**src/rtl/branch_ctrl.sv**
```systemverilog
// Branch resolution / redirect controller for the EX stage, with a 2-bit-counter
// direction predictor read by fetch and saturating branch/mispredict statistics.
module branch_ctrl #(
  parameter int unsigned BHT_IDX_BITS = 6,
  parameter int unsigned FLUSH_CYCLES = 2,
  parameter int unsigned CNT_W        = 32
) (
  input  logic             clk,
  input  logic             rst,
  input  logic             stall,
  input  logic             ex_valid,
  input  logic             ex_br,
  input  logic             ex_jmp,
  input  logic [31:0]      ex_pc,
  input  logic [31:0]      ex_target,
  input  logic [31:0]      ex_pred_pc,
  input  logic             br_en,
  input  logic [31:0]      if_pc,
  output logic             if_pred_taken,
  output logic             redirect,
  output logic [31:0]      redirect_pc,
  output logic             flush,
  output logic [CNT_W-1:0] br_count,
  output logic [CNT_W-1:0] mispred_count
);

  localparam int unsigned BhtEntries = 1 << BHT_IDX_BITS;
  localparam int unsigned FcntW      = $clog2(FLUSH_CYCLES + 1);

  localparam logic [0:0] StIdle  = 1'b0;
  localparam logic [0:0] StFlush = 1'b1;

  localparam logic [FcntW-1:0] FlushInit = FcntW'(FLUSH_CYCLES);
  localparam logic [FcntW-1:0] FcntOne   = FcntW'(1);
  localparam logic [CNT_W-1:0] CntOne    = CNT_W'(1);

  logic [0:0]       state_q, state_d;
  logic [FcntW-1:0] fcnt_q, fcnt_d;
  logic             redirect_q, redirect_d;
  logic [31:0]      rpc_q, rpc_d;
  logic             flush_q, flush_d;
  logic [CNT_W-1:0] brc_q, brc_d;
  logic [CNT_W-1:0] misc_q, misc_d;

  logic [1:0] bht_q [BhtEntries];
  logic [1:0] bht_cur, bht_nxt;

  logic [BHT_IDX_BITS-1:0] ex_idx, if_idx;

  logic        resolve, taken, mispredict, bht_upd;
  logic [31:0] pc_plus4, actual_pc;

  // Only the word-index bits of the fetch PC address the table.
  logic unused_if_pc;
  assign unused_if_pc = ^{if_pc[31:BHT_IDX_BITS+2], if_pc[1:0]};

  assign ex_idx = ex_pc[BHT_IDX_BITS+1:2];
  assign if_idx = if_pc[BHT_IDX_BITS+1:2];

  // EX content during FLUSH is wrong-path, so nothing resolves there.
  assign resolve    = (state_q == StIdle) & ex_valid & (ex_br | ex_jmp) & ~stall;
  assign taken      = ex_jmp | (ex_br & br_en);
  assign pc_plus4   = ex_pc + 32'd4;
  assign actual_pc  = taken ? ex_target : pc_plus4;
  assign mispredict = resolve & (actual_pc != ex_pred_pc);
  assign bht_upd    = resolve & ex_br;

  always_comb begin
    state_d    = state_q;
    fcnt_d     = fcnt_q;
    redirect_d = redirect_q;
    rpc_d      = rpc_q;
    flush_d    = flush_q;
    case (state_q)
      StIdle: begin
        if (mispredict) begin
          state_d    = StFlush;
          fcnt_d     = FlushInit;
          redirect_d = 1'b1;
          rpc_d      = actual_pc;
          flush_d    = 1'b1;
        end
      end
      StFlush: begin
        // Fetch consumes the redirect on the first unstalled cycle.
        if (!stall) begin
          redirect_d = 1'b0;
          fcnt_d     = fcnt_q - FcntOne;
          if (fcnt_q == FcntOne) begin
            state_d = StIdle;
            flush_d = 1'b0;
          end
        end
      end
      default: begin
        state_d    = StIdle;
        fcnt_d     = '0;
        redirect_d = 1'b0;
        flush_d    = 1'b0;
      end
    endcase
  end

  always_comb begin
    brc_d  = brc_q;
    misc_d = misc_q;
    if (bht_upd && (brc_q != '1)) begin
      brc_d = brc_q + CntOne;
    end
    if (mispredict && (misc_q != '1)) begin
      misc_d = misc_q + CntOne;
    end
  end

  always_comb begin
    bht_cur = bht_q[ex_idx];
    bht_nxt = bht_cur;
    if (taken) begin
      if (bht_cur != 2'b11) begin
        bht_nxt = bht_cur + 2'd1;
      end
    end else begin
      if (bht_cur != 2'b00) begin
        bht_nxt = bht_cur - 2'd1;
      end
    end
  end

  always_ff @(posedge clk or posedge rst) begin
    if (rst) begin
      state_q    <= StIdle;
      fcnt_q     <= '0;
      redirect_q <= 1'b0;
      rpc_q      <= '0;
      flush_q    <= 1'b0;
      brc_q      <= '0;
      misc_q     <= '0;
    end else begin
      state_q    <= state_d;
      fcnt_q     <= fcnt_d;
      redirect_q <= redirect_d;
      rpc_q      <= rpc_d;
      flush_q    <= flush_d;
      brc_q      <= brc_d;
      misc_q     <= misc_d;
    end
  end

  // Table resets to weakly not-taken.
  always_ff @(posedge clk or posedge rst) begin
    if (rst) begin
      for (int unsigned i = 0; i < BhtEntries; i++) begin
        bht_q[i] <= 2'b01;
      end
    end else if (bht_upd) begin
      bht_q[ex_idx] <= bht_nxt;
    end
  end

  assign if_pred_taken = bht_q[if_idx][1];
  assign redirect      = redirect_q;
  assign redirect_pc   = rpc_q;
  assign flush         = flush_q;
  assign br_count      = brc_q;
  assign mispred_count = misc_q;

endmodule

```
**config.mk**
```make
export PLATFORM = sky130hd
export DESIGN_NAME = branch_ctrl
export DESIGN_NICKNAME = d
export VERILOG_FILES = /design/src/rtl/branch_ctrl.sv
export SDC_FILE = /design/constraint.sdc
export NUM_CORES = 1
export LEC_CHECK = 0
export BUFFER_PORTS_ARGS = -buffer_cell sky130_fd_sc_hd__clkbuf_2
export CAP_MARGIN = 20
export CELL_PAD_IN_SITES_DETAIL_PLACEMENT = 0
export CELL_PAD_IN_SITES_GLOBAL_PLACEMENT = 1
export CORE_MARGIN = 4
export CORE_UTILIZATION = 30
export CTS_CLUSTER_DIAMETER = 50
export CTS_CLUSTER_SIZE = 16
export DETAILED_ROUTE_END_ITERATION = 7
export GPL_ROUTABILITY_DRIVEN = 0
export PLACE_DENSITY_LB_ADDON = 0.2
export REMOVE_ABC_BUFFERS = 1
export SYNTH_ARGS = -nofsm -noshare
export SYNTH_HDL_FRONTEND = slang
export SYNTH_SLANG_ARGS = --single-unit
```
**constraint.sdc**
```tcl
create_clock -name clk -period 23.1 [get_ports clk]
set_clock_uncertainty 0.15 [all_clocks]
set_input_delay 4.62 -clock clk [delete_from_list [all_inputs] [get_ports clk]]
set_output_delay 4.62 -clock clk [all_outputs]
set_load 0.02 [all_outputs]
```
# ---- Word-level counts from Yosys, hierarchy flattened
# Cells that the tools add are included.
dict set report op_classes {
  order_cmp 3
  addsub 6
  bitwise 12
  n_mux 26
  reduce_logical 7
  eq_ne 8
}
# operator count
set op_table {}
lappend op_table {{128-bit bitwise mux} 1}
lappend op_table {{32-bit by 1-bit adder with 32-bit output, second input constant} 2}
lappend op_table {{32-bit inequality test, second input constant} 2}
lappend op_table {{32-bit by 3-bit adder with 32-bit output, second input constant} 1}
lappend op_table {{32-bit 2-to-1 mux} 1}
lappend op_table {{32-bit inequality test} 1}
lappend op_table {{2-bit binary-select mux with 6-bit select} 2}
lappend op_table {{2-bit 2-to-1 mux} 10}
lappend op_table {{7-bit greater-or-equal comparator, second input constant} 2}
lappend op_table {{6-bit inverter with 7-bit output} 2}
lappend op_table {{2-bit demux with 6-bit select} 1}
lappend op_table {{7-bit by 1-bit less-than comparator with 1-bit output, second input constant} 1}
lappend op_table {{1-bit 2-to-1 mux} 7}
lappend op_table {{1-bit AND} 6}
lappend op_table {{2-bit inequality test, second input constant} 3}
lappend op_table {{1-bit case mux with 2 select lines} 3}
lappend op_table {{2-bit case mux with 2 select lines} 1}
lappend op_table {{2-bit AND reduction} 2}
lappend op_table {{2-bit by 1-bit subtractor with 2-bit output, second input constant} 2}
lappend op_table {{1-bit logical AND} 3}
lappend op_table {{3-bit AND reduction} 1}
lappend op_table {{2-bit by 1-bit adder with 2-bit output, second input constant} 1}
lappend op_table {{2-bit by 1-bit == test with 1-bit output, second input constant} 1}
lappend op_table {{2-bit by 1-bit inequality test with 1-bit output, second input constant} 1}
lappend op_table {{other kinds (3)} 5}
dict set report word_totals {
  word_cells 133
  ff_bits 229
  out_inout_bits 99
  input_bits 135
}

# ---- Longest topological paths before layout
# Gate-level depths: netlist (run 1).
dict set report logic_depth {
  depth_word 8
  ltp_mapped 13
  depth_no_buf 10
}

# ---- Worst setup path before layout (run 1)
# OpenSTA, ideal clock, no wires.
dict set report synth_timing {
  path_type {input -> output}
  startpoint {input port if_pc[2]}
  endpoint {output port if_pred_taken}
  required_ns 18.330
  arrival_time_ns 7.101
  n_path_buf 2
  path_slack_ns 11.229
  stages 5
  path_cell_list {clkbuf_1 buf_1 mux4_2 mux4_2 mux4_2}
}
dict set report synth_between {
  elab_chain_cells 4
}
# element line
set synth_lines {}
lappend synth_lines {{from (decl)} 18} ;# input logic [31:0] if_pc,
lappend synth_lines {{6-bit inverter with 7-bit output (not written as such)} 160} ;# assign if_pred_taken = bht_q[if_idx][1];
lappend synth_lines {{2-bit binary-select mux with 6-bit select} 160}
lappend synth_lines {{2-bit 2-to-1 mux (not written as such) (2 in series)} 160}
lappend synth_lines {{to (decl)} 19} ;# output logic if_pred_taken,
# No other way between the ends. The select of a mux whose other input is x is not followed.

# ---- Worst setup path after layout (run 1)
# Same ends and word-level chain as after synthesis.

==> results_dict.tcl, run 1 <==
set metrics [dict create \
    grt_remaining_overflow 0 \
    cts.sinks 229 \
    final_total_negative_setup_slack_ps 0 \
    routed_wirelength_mm 45.62 \
    timing.final.hold_violations 0 \
    grt_pass1_vias 11666 \
    post_synth_and_or_nand_nor_area_fraction_pct 19.13 \
    seq_area_frac_synth_pct 44.15 \
    worstReg2RegStart "state_q" \
    vdd_drop_max_mv 0.04876 \
    timing.critical_path.fanout_max 16 \
    instances_no_fill 2198 \
    die_h_um 217.5 \
    ff2ff_setup_slack_ps 19200 \
    fmax_mhz 85.22 \
    run_status "complete, no violations" \
    worstPathArrival_ps 6960 \
    final-setup-viol-count 0 \
    yosysUniqueCellTypes 71 \
    grt_max_degree 104 \
    start_util_pct 30.42 \
    worst-path-buf-inv 2 \
    worst_max_slew_pin_slew_ps 1000 \
    relSlewSlack_pct 32.80 \
    synthAdderAreaFrac_pct 0.4563 \
    crit_chain "clkbuf_2 > mux4_2 > mux4_2 > mux4_2 > clkbuf_2" \
    cts-resized-gates 0 \
    synth_top_family_by_area "simple AND/OR/NAND/NOR gates" \
    layout-drive-gt1-share_pct 26.24 \
    grt_antenna_before_repair 1 \
    antenna_left 0 \
    drt-pass1-iter-count 5 \
    critPathMaxStageDelay_ps 600 \
    synth_largest_area_cell "dfrtp_1" \
    final-max-slew-violation-count 0 \
    synth.mux.area_fraction_pct 9.934 \
    path_clk_slew_ps 50 \
    avgRoutedWirePerCell_um 20.76 \
    final_min_period_over_clock_period_pct 50.80 \
    critPathSlowestCell "mux4_2" \
    complex_gate_fraction_of_the_synthesized_area_pct 14.78 \
    die_width_um 217.5 \
    worstSetupPathType "input pin to output port" \
    synthesis.area_per_instance_sq_um 9.421 \
    crit_path_end "if_pred_taken" \
    top_level_ports 234 \
    die_area_sq_mm 0.04729 \
    global_route_wire_length_before_repair_mm 70.57 \
    post-route-worst-setup-slack_ps 11370 \
    yosysWarnings 0 \
    ys_dominant_reg_cell "dfrtp_1" \
    finalCriticalPeriod_ps 11730 \
    async_set_reset_flop_share_out_of_synthesis_pct 100.0 \
    worst_r2r_endpoint "br_count[31]" \
    synth_cells 1397 \
    powerDensity_mw_per_mm2 82.88 \
    worst-r2r-cell-count 9 \
    cp.depth 5 \
    placedCellCount 2128 \
    startpoint "if_pc[2]" \
    num-nets-final 1722 \
    yosys.area_share.xor_xnor_pct 8.024 \
    vias 11544 \
    cap_violations 0 \
    synth_area_leaders "dfrtp_1 (31%), dfstp_2 (13%), nand2_1 (7.0%), o21ai_0 (5.8%), mux4_2 (5.1%)" \
    dp_worst_setup_slack_ps 11320 \
    worst_path_most_repeated_cell "mux4_2" \
    core_area_sq_mm 0.04327 \
    post-layout-total-power_mw 1.332 \
    cts-htree-levels 2 \
    cp_top_family "multiplexers" \
    global_routing_usage_summed_across_all_routing_layers_pct 18.99 \
    start_kind "input pin" \
    rows 76 \
    cts_buffer_depth 3 \
    p_leak_nw 6.850 \
    port-buffer-count 207 \
    area_growth_syn_to_layout_pct 22.10 \
    cts_setup_buffers 0 \
    drc_errors 0 \
    place.detailed.hpwl_mm 32.34 \
    drt_first_iter_violations 709 \
    synth_largest_type_area_fraction_pct 31.37 \
    root_cell_of_the_clock_tree "clkbuf_16" \
    hold_path_class "flip-flop to flip-flop" \
    endpoint_kind "output port" \
    required_ps 18330 \
    setup_repair_after_global_routing_missed_its_margin "no" \
    synthesis.area_sq_mm 0.01316 \
    detail_route.vias_per_cell 5.252 \
    number_of_buffers_created_by_cts 37 \
    post_synth_edffs 0 \
    cts_tree "built" \
    cts_hold_buf 0 \
    synth.ff_latch_count 229 \
    share_of_the_core_filled_with_cells_pct 37.14 \
    clkLatencyLatePin_ps 550 \
]
[stage by stage]
step / hold slack [ps] / cell area (sq um)
2_1_floorplan: 296.0 / 12830
3_3_place_gp: 311.9 / 14770
3_5_place_dp: 318.4 / 14780
4_1_cts: 327.9 / 16060
5_1_grt: 334.9 / 16070
6_report: 324.2 / 16070
[final cells by class]
type | instances | area [sq um]
Clock buffer | 46 | 1001
Multi-Input combinational cell | 1053 | 6927
Tap cell | 585 | 732.0
Antenna cell | 1 | 2.502
Sequential cell | 229 | 5811
Timing Repair Buffer | 226 | 1177
Fill cell | 4448 | 27200
Clock inverter | 22 | 277.8
Inverter | 36 | 142.6
[layout by cell type, fill, tap and decap left out, types with 7 or more instances in the layout]
master,n
nor4_1,22
dfstp_2,64
and4_1,7
mux2_4,10
mux4_2,30
o31ai_1,13
mux2_1,16
clkbuf_16,38
a221oi_1,15
dfrtp_1,165
clkbuf_2,207
xor2_1,56
a22oi_1,12
a211oi_1,7
o21ai_0,152
nand2_1,244
and2_1,9
and3_1,23
a31oi_1,15
mux2_2,17
xnor2_1,62
a21oi_1,35
buf_4,16
nor2_1,74
nor4b_1,10
nand3_1,42
nand4_1,36
inv_1,35
nor3_1,28
mux2i_1,11
[synthesized netlist by cell type (5+ instances only)]
cell type	n
dfstp_2	64
mux4_2	30
o22ai_1	6
o31ai_1	13
mux2_4	10
a22oi_1	12
nor3_1	30
or3_1	6
o2bb2ai_1	6
nand2_1	244
xor2_1	56
nor4_1	22
a221oi_1	15
xnor2_1	62
a21oi_1	37
mux2i_1	11
nor2_1	74
nand4_1	36
and4_1	7
nor4b_1	10
nand2b_1	6
dfrtp_1	165
buf_2	5
mux2_1	16
nand3_1	42
and3_1	23
a31oi_1	15
and2_1	9
nor2b_1	5
clkbuf_1	58
a211oi_1	7
o21ai_0	152
buf_1	12
mux2_2	17
inv_1	36
[report_power, final]
part	switching (mW)	internal, mW
Clock	0.216	0.358
Combinational	0.167	0.0975
Sequential	0.0345	0.459
Total	0.418	0.914
[worst min-delay path by stage]
stage,cells past startpoint,startpoint,endpoint
finish,2,bht_q[94],bht_q[94]
global route,2,bht_q[58],bht_q[58]
CTS,2,bht_q[58],bht_q[58]
detailed placement,2,bht_q[96],bht_q[96]
global placement,2,bht_q[54],bht_q[54]
floorplan,2,bht_q[96],bht_q[96]
[sequential cells by signal (all words and copies together) (netlist names)]
signal and flops:
bht_q 128, redirect_pc 32, flush 1, br_count 32, redirect 1, mispred_count 32
fcnt_q 2, state_q 1
[tightest hold or removal path, stage by stage, from the launching register on]
cell	delay [ps]
dfstp_2	360
nand2_1	40
o21ai_0	60
[metal layers]
layer / up-vias / routed length, um / global-route usage, % / part of all wire [%]
met5: - / 0 / 0 / 0
met4: 0 / 1309 / 6.084 / 2.9
met3: 67 / 2630 / 3.344 / 5.8
met2: 361 / 21270 / 30.38 / 47
met1: 5678 / 20410 / 26.24 / 45
li1: 5438 / - / - / -
[kinds of logic (layout without fill, tap and decap cells)]
logic type	after synthesis	in the layout
other cells	0	1
flops	229	229
buf+inv	115	330
simple gates	533	533
compound gates	312	312
mux	84	84
fa+ha+maj	5	5
xor+xnor	119	119
No activity file was read; power rests on OpenSTA's default activity.
==> run 2, diff against run 1 <==
Clock period 23.1 ns to 12.15 ns, I/O delays scaled along.
==> run 2 against run 1 <==
Worst hold slack gained 1.1 ps. Via count shrank 0.97%. Combinational power grew 90%. Sequential power grew 90%. Count of clock-buffer cells in the layout shrank 2. Critical endpoint unchanged. Die area is the same. Register-to-register slack lost 11000 ps. Cell count is essentially flat. Sequential share of layout area shrank 0.084 points. Clock power grew 97%. Flip-flop and latch count is the same. Global-route usage grew 0.12 points.
==> results_dict.tcl, run 2 (synthesized netlist as in run 1, its figures left out) <==
set metrics [dict create \
    avgRoutedWirePerCell_um 20.84 \
    start_util_pct 30.42 \
    global_route_wire_length_before_repair_mm 70.63 \
    regMostFlops "bht_q" \
    endpoint_kind "output port" \
    relSlewSlack_pct 34.65 \
    mostFrequentLayoutCells "nand2_1 (244), clkbuf_2 (209), dfrtp_1 (165), o21ai_0 (152), nor2_1 (74)" \
    cts_hold_buf 0 \
    cts.sinks 229 \
    top_level_ports 234 \
    cts_buffer_depth 3 \
    number_of_buffers_created_by_cts 36 \
    port-buffer-count 207 \
    die_width_um 217.5 \
    cts_tree "built" \
    setup_repair_after_global_routing_missed_its_margin "no" \
    start_kind "input pin" \
    die_h_um 217.5 \
    cap_violations 0 \
    final-max-slew-violation-count 0 \
    vdd_drop_max_mv 0.09045 \
    routed_wirelength_mm 45.80 \
    final_min_period_over_clock_period_pct 61.05 \
    fill_cells 4482 \
    cts-resized-gates 0 \
    path_clk_slew_ps 60 \
    rows 76 \
    area_growth_syn_to_layout_pct 22.39 \
    final-setup-viol-count 0 \
    drc_errors 0 \
    worst_max_slew_pin_slew_ps 974.9 \
    clkLatencyLatePin_ps 560 \
    post-route-worst-setup-slack_ps 4733 \
    detail_route.vias_per_cell 5.203 \
    antenna_left 0 \
    worstPathArrival_ps 4840 \
    root_cell_of_the_clock_tree "clkbuf_16" \
    seq_area_sq_mm 0.005811 \
    core_area_sq_mm 0.04327 \
    timing.final.hold_violations 0 \
    finalCriticalPeriod_ps 7417 \
    drt_first_iter_violations 772 \
    multi_input_area_sq_mm 0.006927 \
    die_area_sq_mm 0.04729 \
    fmax_mhz 134.8 \
    vias 11432 \
    worstSetupPathType "input pin to output port" \
    place.detailed.hpwl_mm 32.15 \
    drt-pass1-iter-count 5 \
    num-nets-final 1722 \
    leading_cell_type_in_the_layout_fill_and_taps_excluded "nand2_1" \
    grt_remaining_overflow 0 \
    powerDensity_mw_per_mm2 159.6 \
    timing.critical_path.fanout_max 16 \
    p_leak_nw 6.877 \
    max_ffs_per_register 128 \
    hold_path_class "flip-flop to flip-flop" \
    cts_setup_buffers 0 \
    global_routing_usage_summed_across_all_routing_layers_pct 19.10 \
    required_ps 9570 \
    grt_antenna_before_repair 1 \
    grt_pass1_vias 11639 \
    dp_worst_setup_slack_ps 4468 \
    holdWs_ps 325.3 \
    run_status "complete, no violations" \
    grt_max_degree 101 \
    layout-drive-gt1-share_pct 26.32 \
    final_total_negative_setup_slack_ps 0 \
    cts-htree-levels 2 \
]
## run 2: cell types whose count changed in the layout (fill, tap and decap cells not counted), moves of 2 or more
cell,before,now
inv_8,1,4
inv_6,5,1
buf_2,2,0
bufinv_16,4,6
inv_16,0,2
clkbuf_1,6,4
buf_4,16,18
clkbuf_2,207,209
## run 2: power by group
group	internal (mW)	switching, mW	leakage [nW]	total [mW]
Sequential	0.872	0.0660	2.87	0.938
Combinational	0.185	0.318	3.37	0.503
Clock	0.717	0.412	0.634	1.13
## run 2: metrics by stage
stage	util [%]	cell area, sq um	cells	power [mW]
5_1_grt	37.23	16110	2197	2.698
4_1_cts	37.20	16100	2194	2.613
2_1_floorplan	-	12830	1318	1.235
3_3_place_gp	34.17	14780	2128	1.453
3_5_place_dp	34.17	14780	2128	1.459
6_report	37.23	16110	2197	2.571
## run 2: path summary, 6_finish.rpt
check,endpoint,from,cells after the start,slack [ps]
setup / recovery,if_pred_taken,if_pc[2],5,4730
hold / removal,bht_q[122],bht_q[122],2,330
setup reg to reg,br_count[31],state_q,9,8180
hold reg to reg,bht_q[122],bht_q[122],2,330
max in group asynchronous,bht_q[63],rst,3,8600
min in group asynchronous,br_count[4],rst,2,1850
## run 2: metal layers
| layer | global-route usage [%] | vias to the layer above | share of wire, % |
|---|---|---|---|
| met4 | 6.127 | 0 | 2.5 |
| met3 | 3.497 | 61 | 5.5 |
| li1 | - | 5448 | - |
| met1 | 26.07 | 5600 | 45 |
| met5 | 0 | - | 0 |
| met2 | 30.87 | 323 | 47 |
## run 2: worst max-delay path, stage by stage
cell,delay (ps)
clkbuf_2,560
mux4_2,610
mux4_2,550
mux4_2,490
clkbuf_2,170
## run 2: layout make-up
class	count	area share, %
repair buffers	227	7.333
flip-flops and latches	229	36.07
well taps	585	4.544
clock inverters	22	2.051
clock buffers	44	6.098
inverters	36	0.8855
multi-input cells	1053	43.00
diodes	1	0.01554
==> run 3, diff against run 2 <==
Clock period 12.15 ns to 6.6 ns, I/O delays scaled along.
==> run 3 against run 2 <==
Critical path depth stayed put. Core utilization is 0.15 points higher. Die area stayed put. Routed wire length is 1.1% higher. Cell area is 0.41% higher. Clock power is 71% higher. Sequential share of layout area is 0.15 points lower. Power is 79% higher. Worst hold slack worse by 1.3 ps. Largest power group unchanged.
==> results_dict.tcl, run 3 (synthesized netlist as in run 1, its figures left out) <==
set metrics [dict create \
    run_status "complete, no violations" \
    internal_power_mw 3.115 \
    crit_chain "clkbuf_2 > mux4_2 > mux4_2 > mux4_2 > clkbuf_2" \
    fill_cells 4434 \
    rows 76 \
    final_min_period_over_clock_period_pct 78.60 \
    powerDensity_mw_per_mm2 284.3 \
    core_area_sq_mm 0.04327 \
    worstPathArrival_ps 3720 \
    port-buffer-count 207 \
    grt_antenna_before_repair 1 \
    final-setup-viol-count 0 \
    worstSetupPathType "input pin to output port" \
    area_growth_syn_to_layout_pct 22.89 \
    critPathMaxStageDelay_ps 610 \
    drc_errors 0 \
    p_leak_nw 6.915 \
    met3_length_mm 2.814 \
    cts_tree "built" \
    required_ps 5130 \
    avgRoutedWirePerCell_um 20.93 \
    top_level_ports 234 \
    power_frac_clock_pct 41.9 \
    cp_top_family "multiplexers" \
    detail_route.wirelength.met1_mm 20.79 \
    grt_max_degree 127 \
    cts_buffer_depth 3 \
    finalCriticalPeriod_ps 5188 \
    antenna_left 0 \
    num-nets-final 1738 \
    timing.critical_path.fanout_max 16 \
    start_util_pct 30.42 \
    power.sequential.fraction_pct 37.5 \
    cts_hold_buf 0 \
    seq_area_sq_mm 0.005811 \
    final-max-slew-violation-count 0 \
    drt_first_iter_violations 764 \
    global_route_wire_length_before_repair_mm 70.71 \
    setup_repair_after_global_routing_missed_its_margin "no" \
    layout-drive-gt1-share_pct 27.04 \
    worst_max_slew_pin_slew_ps 936.3 \
    leading_cell_type_in_the_layout_fill_and_taps_excluded "nand2_1" \
    die_area_sq_mm 0.04729 \
    die_h_um 217.5 \
    drt-pass1-iter-count 6 \
    die_width_um 217.5 \
    path_clk_slew_ps 50 \
    vias 11635 \
    antenna_cells_inserted 0 \
    worst_path_most_repeated_cell "mux4_2" \
    detail_route.vias_per_cell 5.260 \
    instances_no_fill 2212 \
    vdd_drop_max_mv 0.1812 \
    p_switching_mw 1.484 \
    global_routing_usage_summed_across_all_routing_layers_pct 19.25 \
    grt_remaining_overflow 0 \
    placedCellCount 2144 \
    root_cell_of_the_clock_tree "clkbuf_16" \
    cts-resized-gates 0 \
    relSlewSlack_pct 37.24 \
    regMostFlops "bht_q" \
    start_kind "input pin" \
    post-layout-total-power_mw 4.598 \
    clkLatencyLatePin_ps 560 \
    endpoint_kind "output port" \
    mostFrequentLayoutCells "nand2_1 (244), clkbuf_2 (207), dfrtp_1 (165), o21ai_0 (152), nor2_1 (74)" \
    cts_setup_buffers 0 \
    number_of_buffers_created_by_cts 36 \
    critPathSlowestCell "mux4_2" \
    place.detailed.hpwl_mm 33.36 \
    fmax_mhz 192.8 \
    grt_pass1_vias 11516 \
    multi_input_area_sq_mm 0.006922 \
    hold_path_class "flip-flop to flip-flop" \
    switching_share_pct 32.26 \
    cap_violations 0 \
    highest-signal-layer "met5" \
    routed_wirelength_mm 46.29 \
    cts-htree-levels 2 \
    combinationalPowerShare_pct 20.6 \
    timing.final.hold_violations 0 \
    cts.sinks 229 \
    worst-path-buf-inv 2 \
    dr_wl_met2_mm 21.01 \
    max_ffs_per_register 128 \
]
==> run 3: changes by cell type in the layout (fill, tap and decap cells not counted), moves of 2 or more <==
cell / delta
bufinv_16: -4
clkbuf_2: -2
clkinv_4: +3
inv_8: -2
clkinvlp_4: +3
inv_6: +2
buf_4: +13
buf_12: +2
==> run 3: final timing paths <==
path	start	to	slack (ps)	depth (start not counted)
max reg2reg	state_q	br_count[31]	2860	9
max in group asynchronous	rst	bht_q[31]	4360	3
min in group asynchronous	rst	br_count[14]	810	2
min reg2reg	bht_q[62]	bht_q[62]	320	2
max	if_pc[2]	if_pred_taken	1410	5
min	bht_q[62]	bht_q[62]	320	2
==> run 3: per-layer routing <==
layer / global-route usage, % / vias up
li1: - / 5481
met1: 26.53 / 5672
met2: 29.99 / 396
met3: 3.790 / 84
met4: 7.378 / 2
met5: 0 / -
==> run 3: final cells by class <==
type	instances	share of cell area [%]
Multi-Input combinational cell	1053	42.79
Sequential cell	229	35.92
Timing Repair Buffer	243	8.339
Clock buffer	42	5.964
Tap cell	585	4.525
Clock inverter	24	1.570
Inverter	36	0.8819
==> run 3: power by group through the flow <==
stage / clock [mW] / sequential [mW] / combinational, mW
4_1_cts: 1.98 / 1.73 / 0.953
5_1_grt: 2.05 / 1.75 / 1.03
6_report: 1.93 / 1.73 / 0.947
3_5_place_dp: 0 / 1.75 / 0.951
3_3_place_gp: 0 / 1.75 / 0.943
2_1_floorplan: 0 / 1.88 / 0.391
==> run 3: through the flow <==
stage	hold WS [ps]	setup slack [ps]	util (%)	instance area (sq um)	setup TNS, ps
floorplan	296.0	-1040	-	12830	-171650
global placement	313.1	793.5	34.47	14920	0
detailed placement	316.6	758.3	34.49	14920	0
CTS	326.5	1328	37.30	16140	0
global route	337.8	1121	37.38	16170	0
finish	324.0	1412	37.38	16170	0
==> run 3: worst register-to-register path: stages (launching register included) <==
cell and delay [ps]:
dfrtp_1 380, nor3b_1 600, nand2_1 530, a31oi_1 610
and3_1 350, and2_1 210, and3_1 260, and2_1 270
nand4_1 140, xnor2_1 140
